[config.mk]
export PLATFORM = sky130hd
export DESIGN_NAME = instr_fetch
export DESIGN_NICKNAME = d
export VERILOG_FILES = /design/src/rtl/instr_fetch.sv
export SDC_FILE = /design/constraint.sdc
export NUM_CORES = 1
export LEC_CHECK = 0
export CAP_MARGIN = 10
export CORE_ASPECT_RATIO = 1.25
export CORE_MARGIN = 3
export CORE_UTILIZATION = 60
export DETAILED_ROUTE_END_ITERATION = 7
export DONT_BUFFER_PORTS = 1
export PLACE_DENSITY = 0.76
export SLEW_MARGIN = 20
export SYNTH_ARGS = -nofsm -noshare
export SYNTH_HDL_FRONTEND = slang
export SYNTH_SLANG_ARGS = --single-unit
export TNS_END_PERCENT = 100
[constraint.sdc]
create_clock -name clock -period 4.56 [get_ports clock]
set_input_delay 0.228 -clock clock [delete_from_list [all_inputs] [get_ports clock]]
set_output_delay 0.228 -clock clock [all_outputs]
set_load 0.1 [all_outputs]
[src/rtl/instr_fetch.sv]
// instr_fetch -- fetch stage ahead of the instruction decoder.
//
// Keeps the 12-bit fetch address and issues in-order reads to instruction
// memory over a valid/ready request bus. Responses come back on a valid-only
// bus in request order. Returned words go into a small show-ahead buffer and
// are handed to the decoder as {instr, instr_pc} with valid/ready. A redirect
// from execute flushes the buffer and marks every in-flight response for
// discard.
//
// Ports
//   clock, rst_l                 clock (rising edge), async active-low reset
//   imem_req_valid/ready, addr   read request channel
//   imem_rsp_valid, rsp_data     read response channel (in order, >=1 cycle)
//   instr_valid/ready, instr,    buffer head towards the decoder
//   instr_pc
//   redirect_valid, redirect_pc  restart fetch at redirect_pc
//   halt                         level: suppress new requests
//   err                          sticky: response with nothing outstanding
//
// No FSM: RUN / STALL / FLUSH are implied by the buffer, outstanding and
// drop counters.
module instr_fetch #(
   parameter logic [11:0] RESET_PC = 12'o4000,
   parameter int unsigned DEPTH    = 2
) (
   input  logic        clock,
   input  logic        rst_l,
   output logic        imem_req_valid,
   input  logic        imem_req_ready,
   output logic [11:0] imem_addr,
   input  logic        imem_rsp_valid,
   input  logic [14:0] imem_rsp_data,
   output logic        instr_valid,
   input  logic        instr_ready,
   output logic [14:0] instr,
   output logic [11:0] instr_pc,
   input  logic        redirect_valid,
   input  logic [11:0] redirect_pc,
   input  logic        halt,
   output logic        err
);

   localparam int unsigned CW = $clog2(DEPTH + 1);
   localparam int unsigned PW = $clog2(DEPTH);

   logic [CW-1:0] fifo_cnt_q, fifo_cnt_d;
   logic [CW-1:0] out_cnt_q,  out_cnt_d;
   logic [CW-1:0] drop_cnt_q, drop_cnt_d;
   logic [11:0]   fetch_pc_q, fetch_pc_d;
   logic [11:0]   rsp_pc_q,   rsp_pc_d;
   logic [PW-1:0] rd_ptr_q,   rd_ptr_d;
   logic [PW-1:0] wr_ptr_q,   wr_ptr_d;
   logic [14:0]   data_q [DEPTH];
   logic [11:0]   pc_q   [DEPTH];
   logic          err_q;
   logic          started_q;

   logic          pop_req;
   logic          pop;
   logic          push;
   logic          accept;
   logic          rsp_ok;
   logic          rsp_drop;
   logic          stray;
   logic [CW:0]   occ;

   function automatic logic [PW-1:0] ptr_inc(input logic [PW-1:0] p);
      return (p == PW'(DEPTH - 1)) ? '0 : p + 1'b1;
   endfunction

   // Head of the buffer straight from registered storage.
   assign instr_valid = (fifo_cnt_q != '0);
   assign instr       = data_q[rd_ptr_q];
   assign instr_pc    = pc_q[rd_ptr_q];
   assign err         = err_q;
   assign imem_addr   = fetch_pc_q;

   always_comb begin
      pop_req  = instr_valid & instr_ready;
      // Credit: buffered + in flight (minus this cycle's pop) must leave room,
      // so a returning response always finds a free buffer slot.
      occ      = {1'b0, fifo_cnt_q} + {1'b0, out_cnt_q} - (CW + 1)'(pop_req);
      imem_req_valid = started_q & ~halt & ~redirect_valid &
                       (occ < (CW + 1)'(DEPTH));
      accept   = imem_req_valid & imem_req_ready;
      rsp_ok   = imem_rsp_valid & (out_cnt_q != '0);
      stray    = imem_rsp_valid & (out_cnt_q == '0);
      rsp_drop = rsp_ok & (drop_cnt_q != '0);
      pop      = pop_req & ~redirect_valid;
      push     = rsp_ok & (drop_cnt_q == '0) & ~redirect_valid;

      out_cnt_d  = out_cnt_q + CW'(accept) - CW'(rsp_ok);
      fetch_pc_d = accept ? fetch_pc_q + 12'd1 : fetch_pc_q;
      rsp_pc_d   = push   ? rsp_pc_q + 12'd1   : rsp_pc_q;
      drop_cnt_d = drop_cnt_q - CW'(rsp_drop);
      fifo_cnt_d = fifo_cnt_q + CW'(push) - CW'(pop);
      wr_ptr_d   = push ? ptr_inc(wr_ptr_q) : wr_ptr_q;
      rd_ptr_d   = pop  ? ptr_inc(rd_ptr_q) : rd_ptr_q;

      if (redirect_valid) begin
         // Everything still outstanding after this edge belongs to the old
         // stream, so the drop count becomes the post-edge outstanding count.
         drop_cnt_d = out_cnt_d;
         fetch_pc_d = redirect_pc;
         rsp_pc_d   = redirect_pc;
         fifo_cnt_d = '0;
         wr_ptr_d   = '0;
         rd_ptr_d   = '0;
      end
   end

   always_ff @(posedge clock or negedge rst_l) begin
      if (!rst_l) begin
         fifo_cnt_q <= '0;
         out_cnt_q  <= '0;
         drop_cnt_q <= '0;
         fetch_pc_q <= RESET_PC;
         rsp_pc_q   <= RESET_PC;
         rd_ptr_q   <= '0;
         wr_ptr_q   <= '0;
         err_q      <= 1'b0;
         started_q  <= 1'b0;
         for (int unsigned i = 0; i < DEPTH; i++) begin
            data_q[i] <= '0;
            pc_q[i]   <= '0;
         end
      end else begin
         fifo_cnt_q <= fifo_cnt_d;
         out_cnt_q  <= out_cnt_d;
         drop_cnt_q <= drop_cnt_d;
         fetch_pc_q <= fetch_pc_d;
         rsp_pc_q   <= rsp_pc_d;
         rd_ptr_q   <= rd_ptr_d;
         wr_ptr_q   <= wr_ptr_d;
         started_q  <= 1'b1;
         if (stray) err_q <= 1'b1;
         if (push) begin
            data_q[wr_ptr_q] <= imem_rsp_data;
            pc_q[wr_ptr_q]   <= rsp_pc_q;
         end
      end
   end

endmodule

==> impl_metrics.json, run 1 <==
{
  "global_route.usage.met2": 0.371,
  "clock_insertion_delay_worst_skew_ns": 0.35,
  "die-width_um": 81.5,
  "drc": 0,
  "maxCapViolCount": 0,
  "finalWirelength_mm": 8.32,
  "post_cts_resize_count": 0,
  "io_pins": 76,
  "grt_pass1_vias": 2823,
  "ys_flop_type": "dfrtp_1",
  "grt_first_pass_wirelength_mm": 13.6,
  "cts.clk_slew.worst_paths_ns": 0.09,
  "placeableCoreArea_mm2": 0.00673,
  "area_overhead_vs_synth_pct": 9.93,
  "track_usage": 0.220,
  "globalplace.congestion": 0.823,
  "grt_start_max_net_pins": 89,
  "antenna_violations_before_repair": 0,
  "synth_compound_gate_area_share": 0.0428,
  "grt.met3_usage": 0.0566,
  "maxSlewHeadroom": 0.287,
  "hold_path.class": "input port to register",
  "netlist_instances": 336,
  "nNetsFinal": 391,
  "synth_enable_flop_cells": 0,
  "slowest_delay_ns": 0.54,
  "die_area_mm2": 0.00818,
  "worstPathMaxFanout": 5,
  "grt_busiest_layer": "met2",
  "setup.worst_path.end_class": "register",
  "setup_tns_ns": 0,
  "critical_path_cell_by_cell": "or2_2 > nand2_1 > inv_1 > ha_1 > nand2b_1 > fa_1 > and4b_1 > and2_1 > nand2_1 > ha_1 > inv_1 > ha_1 > xnor2_1 > xnor2_1 > nand2_1 > o21ai_0",
  "port-buffer-count": 0,
  "part_of_the_cycle_the_worst_path_needs": 0.835,
  "via_count": 2644,
  "dp_hpwl_mm": 5.61,
  "clockRootBuffer": "clkbuf_8",
  "crit_required_ns": 4.83,
  "worstMarginPinSlew_ns": 1.07,
  "largest_family_of_logic_cells_by_synthesized_area": "multiplexers",
  "synth.ff_latch_count": 88,
  "placement_rows": 33,
  "detailedRoute.firstPassIterationCount": 4,
  "postSynthAreaPerCell_um2": 12.7,
  "final.fill_count": 531,
  "max_freq_ghz": 0.263,
  "ys_seq_area_frac": 0.516,
  "drtAntennaViolNets": 0,
  "clock_skew_ns": 0.00991,
  "fp.dieH_um": 100,
  "critical_path.slowest_cell": "or2_2",
  "cts_hold_repair.buffers": 4,
  "cts-htree-levels": 3,
  "synthesis.nets": 380,
  "yosysTopAreaCellShare": 0.504,
  "ys_types": 48,
  "rsz_0062_raised_after_global_routing": "false",
  "hold_slack_ns": 0.0181,
  "ant_cells": 0,
  "cp_num_buf_inv": 2,
  "synth_mux_area_frac": 0.250,
  "cts_post_setup_buffers_inserted": 0,
  "synthesis.yosys.warnings": 0,
  "starting_density_of_the_core": 0.635,
  "worst-endpoint-arrival_ns": 4.08,
  "worst_setup_path_start_kind": "register",
  "outcome": "complete, no violations",
  "synthArstFlopShare": 1.00,
  "critical-path-top-delay-family": "simple AND/OR/NAND/NOR gates",
  "numClockSinks": 88,
  "yosys-top-cells-area": "dfrtp_1 (50%), mux2_2 (25%), xnor2_1 (2.7%)",
  "report.final.setup_viol": 0,
  "global_route.usage.met1": 0.257,
  "fraction_of_synthesized_cell_area_in_xor_and_xnor_cells": 0.0451,
  "drive_above_1_share": 0.358,
  "layout_common_cells": "mux2_2 (93), dfrtp_1 (86), xnor2_1 (13), nor2_1 (12), inv_1 (11)",
  "synth_top_area_cell": "dfrtp_1",
  "overflow": 0,
  "tritoncts": "built",
  "route.detailed.vias_per_inst": 6.02,
  "synthAdderAreaFrac": 0.0310,
  "mappedNetlistArea_mm2": 0.00427,
  "final_common_cell": "mux2_2",
  "criticalPathCategory": "register to register",
  "wire_per_inst_um": 19.0,
  "final_period_minus_worst_setup_slack_ns": 3.81,
  "synth_simple_gate_area_share": 0.0902,
  "drt_first_iter_violations": 83,
  "clock_path_buffers": 2,
  "clock_buffer_count_from_cts": 9,
  "timing.final.max_slew_violations": 0,
  "final-hold-violation-count": 0
}
-- area by class of cell --
type	instances	area (um^2)	share of cell area
multi-input combinational	222	1970	0.419
tap	87	109	0.0232
sequential	88	2200	0.469
inverter	13	48.8	0.0104
timing repair buffer	13	145	0.0309
clock inverter	6	92.6	0.0197
clock buffer	10	128	0.0272
-- worst reg2reg max path, cell delays in order (launching register included) --
cell      delay (ns)
dfrtp_1         0.40
or2_2           0.54
nand2_1         0.22
inv_1           0.06
ha_1            0.26
nand2b_1        0.15
fa_1            0.52
and4b_1         0.26
and2_1          0.25
nand2_1         0.09
ha_1            0.30
inv_1           0.04
ha_1            0.18
xnor2_1         0.16
xnor2_1         0.15
nand2_1         0.07
o21ai_0         0.09
-- registers in the layout, indices dropped and copies added, names as in the netlist --
| signal | flops |
|---|---|
| started_q | 1 |
| wr_ptr_q | 1 |
| pc_q | 24 |
| imem_addr | 12 |
| data_q | 30 |
| out_cnt_q | 2 |
| drop_cnt_q | 2 |
| err | 1 |
| fifo_cnt_q | 2 |
| rd_ptr_q | 1 |
| rsp_pc_q | 12 |
-- synth_stat cells, types with 2 or more instances --
master	number
mux2i_1	2
ha_1	9
dfrtp_1	86
and4_1	3
a31oi_1	5
or3_1	2
o211a_1	2
dfstp_2	2
xor2_1	9
clkbuf_1	6
nor4_1	5
xnor2_1	13
a21oi_1	3
buf_1	2
buf_2	4
mux2_2	93
o31a_1	4
nand2_1	9
o21ai_0	4
nor3_1	2
a21boi_0	2
nand2b_1	4
nand3_1	9
nor2_1	12
inv_1	11
and2_1	3
inv_2	2
nand4_1	8
-- metrics by stage --
stage | utilization | cell area (um^2) | setup slack (ns) | instances
6_report | 0.698 | 4700 | 0.752 | 439
5_1_grt | 0.698 | 4700 | 0.457 | 439
4_1_cts | 0.696 | 4690 | 0.749 | 438
3_5_place_dp | 0.655 | 4410 | 0.787 | 418
3_3_place_gp | 0.655 | 4410 | 0.904 | 418
2_1_floorplan | - | 4270 | 0.0945 | 336
-- cell families (layout without fill, tap and decap cells) --
| family | Yosys count | in the layout |
|---|---|---|
| AOI/OAI and AO/OA | 26 | 26 |
| xor gates and xnor gates | 22 | 22 |
| adders and majority gates | 10 | 10 |
| muxes | 95 | 95 |
| buffers and inverters | 26 | 42 |
| and+or+nand+nor | 68 | 68 |
| DFF | 88 | 88 |
| other | 1 | 1 |
-- worst paths after layout --
check	startpoint	endpoint	slack, ns	cells after the start
worst max-delay path	fifo_cnt_q[1]	drop_cnt_q[1]	0.75	16
worst min-delay path	imem_rsp_data[7]	data_q[7]	0.02	1
worst max register to register	fifo_cnt_q[1]	drop_cnt_q[1]	0.75	16
worst min register to register	pc_q[9]	pc_q[9]	0.49	2
max in group asynchronous	rst_l	rsp_pc_q[11]	3.76	2
min in group asynchronous	rst_l	data_q[15]	0.47	2
-- layer usage --
metal	vias to the layer above	part of all wire
met4	0	0.017
met1	1323	0.39
met5	-	0
met3	15	0.071
li1	1224	-
met2	82	0.52
Power of run 1 is not shown: default switching activity piles up to over one toggle a cycle in this logic, so the estimate is an artifact.
==> run 2, diff against run 1 <==
- CORE_UTILIZATION: 60 -> 57
- PLACE_DENSITY: 0.76 -> 0.75
- clock period: 4.56 -> 3.2 ns (I/O delays scaled with it)
==> run 2 against run 1 <==
Final cell count increased by 10%. Critical path depth stayed put. Fmax is 19% higher. Via count rose by 6.6%. Clock skew shrank 0.0029 ns. Register-to-register slack worse by 0.75 ns. Die area rose by 4.9%. Hold slack better by 0.017 ns. First-iteration DRC count is 96% higher. Wire length up 7.9%. Sequential cell count unchanged. Critical path type unchanged. Largest cell class unchanged.
==> impl_metrics.json, run 2 (same netlist as run 1, synthesis figures left out) <==
{
  "final_cell_area_mm2": 0.00515,
  "grt_pass1_vias": 3009,
  "regMostFlops": "data_q",
  "numClockSinks": 88,
  "rsz_0062_raised_after_global_routing": "true",
  "drive_above_1_share": 0.387,
  "place_ws_ns": -0.00164,
  "grt_first_pass_wirelength_mm": 14.9,
  "layout_common_cells": "mux2_2 (93), dfrtp_1 (86), dlygate4sd3_1 (33), buf_4 (22)",
  "part_of_the_cycle_the_worst_path_needs": 0.999,
  "hold_path.class": "input port to register",
  "max_freq_ghz": 0.313,
  "starting_density_of_the_core": 0.601,
  "via_count": 2818,
  "maxCapViolCount": 0,
  "setup_tns_ns": 0,
  "ant_cells": 0,
  "criticalPathCategory": "register to register",
  "timing.final.max_slew_violations": 0,
  "clock_insertion_delay_worst_skew_ns": 0.35,
  "top_regs": "data_q (30), pc_q (24)",
  "wire_per_inst_um": 18.5,
  "setup.worst_path.end_class": "register",
  "fp.dieH_um": 103,
  "tritoncts": "built",
  "final_common_cell": "mux2_2",
  "area_overhead_vs_synth_pct": 20.5,
  "port-buffer-count": 0,
  "final.fill_count": 497,
  "worst_setup_path_start_kind": "register",
  "clock_buffer_count_from_cts": 9,
  "worstPathMaxFanout": 3,
  "report.final.setup_viol": 0,
  "finalWirelength_mm": 8.98,
  "largest_register_ffs": 30,
  "placeableCoreArea_mm2": 0.00710,
  "maxSlewHeadroom": 0.362,
  "outcome": "complete, no violations",
  "final_period_minus_worst_setup_slack_ns": 3.20,
  "clockRootBuffer": "clkbuf_8",
  "setup_ws_ns": 0.00473,
  "worst-endpoint-arrival_ns": 3.47,
  "overflow": 0,
  "globalplace.congestion": 0.822,
  "final-hold-violation-count": 0,
  "route.detailed.vias_per_inst": 5.81,
  "drtAntennaViolNets": 0,
  "cts-htree-levels": 3,
  "nNetsFinal": 434,
  "grt_start_max_net_pins": 89,
  "drc": 0,
  "antenna_violations_before_repair": 0,
  "io_pins": 76,
  "detailed_place.area_mm2": 0.00447,
  "track_usage": 0.219,
  "clock_skew_ns": 0.00699,
  "die_area_mm2": 0.00858,
  "die-width_um": 83.4,
  "drt_first_iter_violations": 163,
  "final_core_utilization": 0.725,
  "cts.clk_slew.worst_paths_ns": 0.09,
  "worstMarginPinSlew_ns": 0.956,
  "crit_required_ns": 3.48,
  "clock_path_buffers": 2,
  "detailedRoute.firstPassIterationCount": 4,
  "dp_hpwl_mm": 5.89,
  "placement_rows": 34
}
run 2: changes by cell type in the layout (fill, tap and decap cells not counted), moves of 3 or more:
cell	change
buf_4	+15
ha_4	+3
dlygate4sd3_1	+29
ha_1	-3
run 2: metal layers:
layer / part of all wire / vias up / global-route usage
met4: 0.018 / 0 / 0.0730
li1: - / 1326 / -
met3: 0.049 / 11 / 0.0536
met1: 0.43 / 1404 / 0.273
met2: 0.50 / 77 / 0.380
met5: 0 / - / 0
run 2: cell type report:
type / count / area, um^2 / share of cell area
Timing Repair Buffer: 56 / 523 / 0.102
Clock inverter: 5 / 40.0 / 0.00777
Sequential cell: 88 / 2200 / 0.428
Tap cell: 90 / 113 / 0.0219
Clock buffer: 11 / 151 / 0.0294
Inverter: 13 / 48.8 / 0.00948
Multi-Input combinational cell: 222 / 2070 / 0.402
run 2: path summary, 6_finish.rpt:
check                      slack (ns)  cells past startpoint            from             to
max                             0.005                     16   fifo_cnt_q[1]  drop_cnt_q[1]
min                              0.03                      2  redirect_pc[9]   imem_addr[9]
max reg2reg                     0.005                     16   fifo_cnt_q[1]  drop_cnt_q[1]
min reg2reg                      0.49                      2         pc_q[9]        pc_q[9]
max in group asynchronous        2.46                      2           rst_l   rsp_pc_q[11]
min in group asynchronous        0.35                      2           rst_l      data_q[2]
run 2: through the flow:
| stage | hold slack (ns) | cells |
|---|---|---|
| after floorplan | -0.136 | 336 |
| after global placement | -0.134 | 430 |
| after detailed placement | -0.134 | 430 |
| after CTS | 0.0248 | 481 |
| after global routing | 0.0439 | 485 |
| final | 0.0348 | 485 |
run 2: repair_timing:
action | in CTS | in global routing
gates resized for setup | 0 | 16
setup endpoints to repair | 1 | 6
hold buffers | 34 | 0
pin swaps | 1 | 8
endpoints found under the hold margin | 147 | 0
setup buffers | 1 | 4
cloned | 0 | 0
run 2: critical path: stages, from the launching register on:
cell,delay [ns]
dfrtp_1,0.41
or2_4,0.27
nand2_4,0.08
inv_2,0.04
ha_4,0.22
nand2b_4,0.13
fa_1,0.56
and4b_1,0.23
and2_4,0.17
nand2_4,0.06
ha_4,0.28
inv_2,0.04
ha_4,0.15
xnor2_2,0.13
xnor2_1,0.19
nand2_1,0.07
o21ai_1,0.08
Power of run 2 is left out for the same reason.
